File: src/rtl/tmds_pkg.sv
// Shared TMDS receive types: control token table, symbol type, alignment states.
// Pure declarations; no timing and no flow control.
package tmds_pkg;

    typedef logic [9:0] tmds_sym_t;

    typedef enum logic [0:0] {
        SEARCH = 1'b0,
        LOCKED = 1'b1
    } align_state_t;

    // Index is the {c1,c0} value the token carries.
    localparam tmds_sym_t CTRL_TOKEN [4] = '{10'h354, 10'h0AB, 10'h154, 10'h2AB};

endpackage

File: src/rtl/tmds_symbol_decode.sv
// Combinational 10b symbol to {data, ctrl, is_token}; zero latency, no backpressure.
// Also used standalone as a checker on the encoder side.
module tmds_symbol_decode
    import tmds_pkg::*;
(
    input  tmds_sym_t  i_sym,
    output logic [7:0] o_data,
    output logic [1:0] o_ctrl,
    output logic       o_is_token
);

    logic [7:0] w_d;

    always_comb begin
        w_d        = i_sym[9] ? ~i_sym[7:0] : i_sym[7:0];
        o_data     = 8'h00;
        o_ctrl     = 2'b00;
        o_is_token = 1'b0;
        for (int i = 0; i < 4; i++) begin
            if (i_sym == CTRL_TOKEN[i]) begin
                o_is_token = 1'b1;
                o_ctrl     = 2'(i);
            end
        end
        // sym[8] records whether the encoder chained with XOR (1) or XNOR (0)
        if (!o_is_token) begin
            o_data[0] = w_d[0];
            for (int i = 1; i < 8; i++) begin
                o_data[i] = i_sym[8] ? (w_d[i] ^ w_d[i-1]) : ~(w_d[i] ^ w_d[i-1]);
            end
        end
    end

endmodule

File: src/rtl/tmds_decoder.sv
// TMDS channel decoder: token-hunting word alignment plus symbol decode; optional TMDS_DISPARITY_CHECK_EN.
// Latency 2 clk from the aligned window to data/ctrl/blank; no backpressure, runs at pixel rate.
module tmds_decoder
    import tmds_pkg::*;
#(
    parameter int LOCK_COUNT = 16,
    parameter int TIMEOUT    = 1024
) (
    input  logic       i_clk,
    input  logic       i_reset,
    input  logic [9:0] i_raw_word,
    output logic [7:0] o_data,
    output logic [1:0] o_ctrl,
    output logic       o_blank,
    output logic       o_locked,
    output logic [3:0] o_offset,
    output logic       o_disp_err
);

    localparam int TW = $clog2(TIMEOUT);
    localparam int RW = $clog2(LOCK_COUNT + 1);
    localparam logic [TW-1:0] TIMER_LAST = TW'(TIMEOUT - 1);
    localparam logic [RW-1:0] RUN_LAST   = RW'(LOCK_COUNT - 1);
    localparam logic [RW-1:0] RUN_MAX    = RW'(LOCK_COUNT);

    tmds_sym_t     r_raw_prev;
    tmds_sym_t     r_sym;
    logic [19:0]   w_win;
    logic [7:0]    w_data;
    logic [1:0]    w_ctrl;
    logic          w_is_token;
    align_state_t  r_state;
    logic [TW-1:0] r_timer;
    logic [RW-1:0] r_run;

    assign w_win = {i_raw_word, r_raw_prev};

    tmds_symbol_decode u_decode (
        .i_sym      (r_sym),
        .o_data     (w_data),
        .o_ctrl     (w_ctrl),
        .o_is_token (w_is_token)
    );

    always_ff @(posedge i_clk or negedge i_reset) begin
        if (!i_reset) begin
            r_raw_prev <= '0;
            r_sym      <= '0;
            o_data     <= 8'h00;
            o_ctrl     <= 2'b00;
            o_blank    <= 1'b1;
        end else begin
            r_raw_prev <= i_raw_word;
            r_sym      <= 10'(w_win >> o_offset);
            o_data     <= w_data;
            o_blank    <= w_is_token;
            if (w_is_token) begin
                o_ctrl <= w_ctrl;
            end
        end
    end

    always_ff @(posedge i_clk or negedge i_reset) begin
        if (!i_reset) begin
            r_state  <= SEARCH;
            r_timer  <= '0;
            r_run    <= '0;
            o_locked <= 1'b0;
            o_offset <= 4'd0;
        end else begin
            case (r_state)
                SEARCH: begin
                    // Lock is checked first so it wins over a coincident timeout
                    if (w_is_token && r_run == RUN_LAST) begin
                        r_state  <= LOCKED;
                        o_locked <= 1'b1;
                        r_timer  <= '0;
                        r_run    <= RUN_MAX;
                    end else if (r_timer == TIMER_LAST) begin
                        o_offset <= (o_offset == 4'd9) ? 4'd0 : o_offset + 4'd1;
                        r_timer  <= '0;
                        r_run    <= '0;
                    end else begin
                        r_timer <= r_timer + TW'(1);
                        if (!w_is_token) begin
                            r_run <= '0;
                        end else if (r_run != RUN_MAX) begin
                            r_run <= r_run + RW'(1);
                        end
                    end
                end
                default: begin
                    if (w_is_token) begin
                        r_timer <= '0;
                    end else if (r_timer == TIMER_LAST) begin
                        r_state  <= SEARCH;
                        o_locked <= 1'b0;
                        r_timer  <= '0;
                        r_run    <= '0;
                    end else begin
                        r_timer <= r_timer + TW'(1);
                    end
                end
            endcase
        end
    end

`ifdef TMDS_DISPARITY_CHECK_EN
    logic signed [4:0] r_disp;
    logic signed [4:0] w_delta;
    logic signed [5:0] w_sum;
    logic              w_viol;

    // (ones - zeros)/2 over 10 bits is ones - 5
    always_comb begin
        w_delta = 5'($countones(r_sym) - 5);
        w_sum   = 6'(r_disp) + 6'(w_delta);
        w_viol  = (w_sum > 6'sd4) || (w_sum < -6'sd4);
    end

    // Clearing after a violation re-arms the check so each excursion is one pulse
    always_ff @(posedge i_clk or negedge i_reset) begin
        if (!i_reset) begin
            r_disp     <= '0;
            o_disp_err <= 1'b0;
        end else begin
            o_disp_err <= 1'b0;
            if (w_is_token || !o_locked) begin
                r_disp <= '0;
            end else if (w_viol) begin
                r_disp     <= '0;
                o_disp_err <= 1'b1;
            end else begin
                r_disp <= w_sum[4:0];
            end
        end
    end
`else
    assign o_disp_err = 1'b0;
`endif

endmodule

File: config.mk
export PLATFORM = sky130hd
export DESIGN_NAME = tmds_decoder
export DESIGN_NICKNAME = d
export VERILOG_FILES = /design/src/rtl/tmds_pkg.sv /design/src/rtl/tmds_symbol_decode.sv /design/src/rtl/tmds_decoder.sv
export SDC_FILE = /design/constraint.sdc
export NUM_CORES = 1
export LEC_CHECK = 0
export CORE_MARGIN = 4
export CORE_UTILIZATION = 35
export DETAILED_ROUTE_END_ITERATION = 7
export DONT_BUFFER_PORTS = 1
export HOLD_SLACK_MARGIN = 0.1
export PLACE_DENSITY_LB_ADDON = 0.15
export REMOVE_ABC_BUFFERS = 1
export SLEW_MARGIN = 20
export SYNTH_ARGS = -nofsm -noshare
export SYNTH_HDL_FRONTEND = slang
export SYNTH_SLANG_ARGS = --single-unit
File: constraint.sdc
create_clock -name i_clk -period 2.1 [get_ports i_clk]
set_clock_uncertainty 0.2 [all_clocks]
set_input_delay 0.525 -clock i_clk [delete_from_list [all_inputs] [get_ports i_clk]]
set_output_delay 0.525 -clock i_clk [all_outputs]
set_load 0.05 [all_outputs]
==> results of run 1 <==
[synthesized netlist by cell type (all sizes together), types with 5 or more instances]
library cell,n,area share [%]
mux4,8,6.4
dfrtp,51,45
a31oi,5,1.3
inv,9,1.2
mux2,9,3.6
nand2b,5,1.1
xnor2,14,4.4
mux2i,13,4.6
buf,9,2.0
nand2,14,1.9
nand3,9,1.6
xor2,7,2.2
a21oi,11,2.0
nor2,34,4.5
o21ai,12,2.3
[power breakdown]
group	internal, uW	leakage [uW]	switching [uW]
Clock	354	0.0000552	329
Sequential	1050	0.000639	123
Combinational	92.6	0.000749	84.1
Total	1490	0.00144	537
[area by class of cell]
| type | instances | area (sq um) |
|---|---|---|
| Inverter | 9 | 33.78 |
| Sequential cell | 52 | 1303 |
| Clock inverter | 2 | 35.03 |
| Timing Repair Buffer | 50 | 439.2 |
| Tap cell | 102 | 127.6 |
| Fill cell | 746 | 4284 |
| Clock buffer | 6 | 72.57 |
| Multi-Input combinational cell | 188 | 1473 |
[worst max-delay path by stage]
| stage | slack [ns] | from | depth (start not counted) | to |
|---|---|---|---|---|
| after detailed placement | -0.17 | r_sym[1] | 5 | r_timer[9] |
| after global routing | -0.12 | r_sym[1] | 5 | r_timer[5] |
| after floorplan | -0.47 | o_offset[1] | 3 | r_sym[3] |
| final | -0.01 | r_sym[1] | 6 | o_offset[3] |
| after CTS | -0.01 | r_sym[3] | 6 | o_offset[3] |
| after global placement | -0.13 | r_sym[1] | 5 | r_timer[5] |
[flip-flops by register name (all words and copies together) (netlist names)]
signal and count:
o_blank 1, o_ctrl 2, o_data 8, o_locked 1, o_offset 4, r_raw_prev 10, r_run 5, r_state 1
r_sym 10, r_timer 10
[layer usage]
layer	wire [microns]	vias up	share of wire [%]	GRT usage [%]
met5	0	-	0	0
met4	44	0	0.74	3.514
li1	-	1014	-	-
met1	2870	979	48	18.09
met2	2811	35	47	19.56
met3	248	4	4.2	3.230
[metrics by stage]
stage          setup TNS [ns]  total power, uW  hold WS [ns]  utilization, %
2_1_floorplan          -3.591             1282       0.02941               -
3_3_place_gp           -1.281             1324       0.03079           40.56
3_5_place_dp           -1.716             1324       0.03091           40.56
4_1_cts             -0.009630             2058        0.3042           44.22
5_1_grt                -2.059             2125        0.3104           44.85
6_report             -0.01548             2029        0.2907           44.85
[cell families after synthesis]
logic type	Yosys count	synth area share, %
AND/OR/NAND/NOR	85	15.00
flip-flops	52	46.35
AO/OA/AOI/OAI	47	11.84
multiplexers	30	14.65
buffers and inverters	22	3.695
XOR/XNOR	21	6.545
adder cells (fa/ha/maj)	4	1.781
other	1	0.1334
[cells in the final DEF (no fill, tap or decap), types with 4 or more instances in the layout]
cell type	Yosys	routed
dfrtp_1	51	51
buf_4	2	36
nor2_1	34	32
nand2_1	14	14
xnor2_1	14	13
mux2i_1	13	13
a21oi_1	11	11
dlygate4sd3_1	0	11
mux2_2	9	9
inv_1	8	8
nand3_1	9	8
o21ai_0	8	8
mux4_2	8	8
xor2_1	7	7
nand2b_1	5	5
clkbuf_8	0	5
nor2b_1	4	4
[timing repair]
item                                   4_1_cts  5_1_grt
setup endpoints to repair                   20       29
resized for setup                            7       11
hold buffers                                12        0
pin swaps                                    6        8
setup buffers                                1        1
endpoints found under the hold margin       62        0
==> flow_summary.ini, run 1 <==
[logic_synthesis]
seq_area_frac_synth_pct = 46.35
synth_cells = 262
ys.flop_type = dfrtp_1
syn-mean-instance-area_sq_um = 10.73
ys_warn_count = 0
async_reset_ff_share_pct = 100.0
synth.cell_area_sq_um = 2810
ys_ff_latch = 52
synth-edff-count = 0
yosys.cell_types.count = 52

[min_path]
holdPathEnd = r_timer[0]
whs_path_depth = 1
hp-start = r_timer[0]
holdCritPathClass = flop to flop

[route]
first_pass_iters = 4
routed_wl_microns = 5975
wl_per_cell_microns = 14.61
vias = 2032
dr.first_iter.drc_count = 61
drc = 0
vias_per_cell = 4.968
postRouteAntennaNets = 0

[timing]
slew_headroom_pct = 62.05
tightest_slew_ns = 0.5692
setup_violations = 2
rsz0062_at_grt = true
hold_viol = 0
fin_ws_ns = -0.01232
maxSlewViolCount = 0
clock.fmax_ghz = 0.4734
period_needed_ns = 2.112
period_share_pct = 100.6

[place]
port_buffers = 0
dpl.cell_count = 387
place_congestion = 0.8358
placed_area_sq_um = 3151
place_ws_ns = -0.1705
hpwlAfterDp_microns = 4328

[critical_path]
worst-r2r-cell-count = 6
arrival_ns = 2.15
crit_chain = nor4b_2 > or4b_4 > a21boi_4 > buf_6 > a211o_1 > a22o_1
r2r-start = r_sym[1]
worst-path-max-fanout = 6
reg2reg_to = o_offset[3]
reg2reg_slack_ns = -0.01
criticalPathCategory = flop to flop
path_buf_inv = 1
worstSetupEndpointType = flop
worst_path_max_delay_cell = or4b_4
cp.required_ns = 2.14
slowest_delay_ns = 0.57
critPathTopFamily = simple AND/OR/NAND/NOR gates
startpoint_type = flop

[power_and_ir_drop]
ir_worst_vdd_mv = 0.2728
p_leak_uw = 0.001443
power.density_nw_per_um2 = 582.5

[grt]
grt_pass1_vias = 1976
grt_pass1_wl_microns = 9984
grt_max_degree = 53
grtUsageTotal_pct = 12.82
grt_overflow_total = 0
antenna_found_initial = 0

[layout]
final_cells = 409
diodes = 0
fin_area_sq_um = 3483
fin_nets = 322
syn_to_final_growth_pct = 23.95
drive_gt1_share_pct = 28.01

[floorplanning]
num_rows = 32
initial_core_util_pct = 36.18
dieArea_sq_um = 9527
ios = 29
core_area_sq_um = 7767
die_w_microns = 97.61
die_h_microns = 97.61

[outcome]
status = finished with violations
failed_checks = negative setup slack

[clock_network]
cts_max_level = 2
cts_root_buf = clkbuf_8
cts_tree = done
cts_sinks = 52
clk_latency_ns = 0.30
path_clk_slew_ns = 0.10
cts_buffers = 5
clk_path_buf_depth = 2

[job]
maxCapViolations = 0
No activity file was read; power rests on OpenSTA's default activity.
==> run 2, diff against run 1 <==
--- a/config.mk
+++ b/config.mk
@@ -5,6 +5,7 @@
 export SDC_FILE = /design/constraint.sdc
 export NUM_CORES = 1
 export LEC_CHECK = 0
+export CORE_ASPECT_RATIO = 0.5
 export CORE_MARGIN = 4
 export CORE_UTILIZATION = 35
 export DETAILED_ROUTE_END_ITERATION = 7
==> run 2 against run 1 <==
  * The run still ends with negative setup slack left
  * Largest cell class unchanged
  * Worst setup slack gained 0.0015 ns
  * Sequential power hardly changed
  * Utilization rose by 3.1 points
  * First-iteration DRC count up 31%
  * Wire length is 9.5% higher
  * Combinational power up 2%
==> flow_summary.ini, run 2 (same netlist as run 1, synthesis figures left out) <==
[outcome]
status = finished with violations
failed_checks = negative setup slack

[route]
postRouteAntennaNets = 0
first_pass_iters = 4
drc = 0
wl_per_cell_microns = 15.65
vias = 2060
vias_per_cell = 4.928
dr.first_iter.drc_count = 80
routed_wl_microns = 6541

[floorplanning]
die_h_microns = 71.36
num_rows = 22
dieArea_sq_um = 9614
die_w_microns = 134.7
ios = 29
core_area_sq_um = 7570
initial_core_util_pct = 37.12

[job]
maxCapViolations = 0

[timing]
hold_viol = 0
maxSlewViolCount = 0
period_needed_ns = 2.111
fin_ws_ns = -0.01082
period_share_pct = 100.5
clock.fmax_ghz = 0.4738
setup_violations = 2
rsz0062_at_grt = true
holdWs_ns = 0.2942
slew_headroom_pct = 59.14
tightest_slew_ns = 0.6129

[layout]
final_util_pct = 47.93
final_common_cell = dfrtp_1
layout_common_cells = dfrtp_1 (50), buf_4 (39), nor2_1 (30)
diodes = 0
fin_nets = 325
syn_to_final_growth_pct = 29.12
top_regs = r_raw_prev x10, r_sym x10, r_timer x10
drive_gt1_share_pct = 31.61

[clock_network]
cts_max_level = 2
cts_buffers = 5
clk_path_buf_depth = 2
cts_root_buf = clkbuf_16
clk_latency_ns = 0.29
cts_tree = done
cts_sinks = 52
path_clk_slew_ns = 0.07

[critical_path]
reg2reg_slack_ns = -0.01
path_depth = 8
critPathTopFamily = simple AND/OR/NAND/NOR gates
worst-r2r-cell-count = 8
worst-path-max-fanout = 3
slowest_delay_ns = 0.39
crit_chain = ha_2 > and3_4 > ha_4 > nand2b_4 > nor4_2 > buf_4 > a31oi_2 > o22ai_1
cp.required_ns = 2.11
path_buf_inv = 1
arrival_ns = 2.12
reg2reg_to = r_run[4]
endpoint = r_run[4]
criticalPathCategory = flop to flop
critPathLaunch = r_run[1]
worstSetupEndpointType = flop
startpoint_type = flop
worst_path_max_delay_cell = dfrtp_1
r2r-start = r_run[1]

[place]
hpwlAfterDp_microns = 4764
place_congestion = 0.8747
port_buffers = 0
place_ws_ns = -0.07521

[grt]
grt_overflow_total = 0
grtUsageTotal_pct = 14.25
antenna_found_initial = 0
grt_pass1_wl_microns = 10870
grt_max_degree = 53
grt_pass1_vias = 2144

[power_and_ir_drop]
power.internal_uw = 1736
power.share.sequential_pct = 50.6
p_leak_uw = 0.001489
ir_worst_vdd_mv = 0.2740
combPwrFrac_pct = 7.8
p_sw_share_pct = 25.06
p_switching_uw = 580.5
power.density_nw_per_um2 = 638.3
p_clk_share_pct = 41.6

[min_path]
holdCritPathClass = flop to flop
-- run 2: cell count changes in the layout (fill, tap and decap cells not counted), moves of 2 or more --
| cell | change |
|---|---|
| clkbuf_16 | +5 |
| buf_4 | +3 |
| o21ai_0 | -2 |
| clkbuf_8 | -4 |
| nor2_1 | -2 |
| and3_4 | +2 |
-- run 2: worst min-delay path by stage --
stage,startpoint,end,cells past startpoint
after floorplan,i_reset,o_ctrl[0],0
after global placement,i_reset,r_raw_prev[9],0
after detailed placement,i_reset,r_sym[7],0
after CTS,r_timer[0],r_timer[0],1
after global routing,r_timer[0],r_timer[0],1
final,r_timer[0],r_timer[0],1
-- run 2: through the flow --
| step | area (sq um) | TNS [ns] | total power (uW) | std cells |
|---|---|---|---|---|
| floorplan | 2740 | -3.591 | 1282 | 249 |
| global placement | 3161 | -0.2484 | 1326 | 395 |
| detailed placement | 3161 | -0.5537 | 1330 | 395 |
| CTS | 3521 | -0.08880 | 2345 | 417 |
| global route | 3628 | -1.108 | 2412 | 418 |
| finish | 3628 | -0.01091 | 2316 | 418 |
-- run 2: power by group through the flow --
stage	Sequential, uW	Clock (uW)	Combinational (uW)
4_1_cts	1170	989	182
2_1_floorplan	1190	0	93.9
3_5_place_dp	1190	0	136
5_1_grt	1180	1030	202
3_3_place_gp	1190	0	133
6_report	1170	963	181
-- run 2: final cells by class --
cell class	instances	area [sq um]
repair buffers	53	452.9
inverters	9	33.78
fillers	693	3941
flip-flops and latches	52	1304
multi-input cells	188	1525
clock buffers	6	138.9
clock inverters	2	38.79
well taps	108	135.1
-- run 2: layer usage --
layer | vias to the layer above | track usage, % | share of wire (%)
met5 | - | 0 | 0
met1 | 1009 | 19.56 | 47
li1 | 1022 | - | -
met4 | 0 | 3.386 | 1.0
met3 | 6 | 3.296 | 3.2
met2 | 23 | 23.13 | 49
-- run 2: what timing repair did --
| item | in CTS | in global routing |
|---|---|---|
| hold endpoints to repair | 62 | 0 |
| setup endpoints to repair | 18 | 29 |
| setup buffers | 2 | 2 |
| hold buffers | 12 | 0 |
| resized for setup | 9 | 24 |
| pin swaps | 8 | 15 |
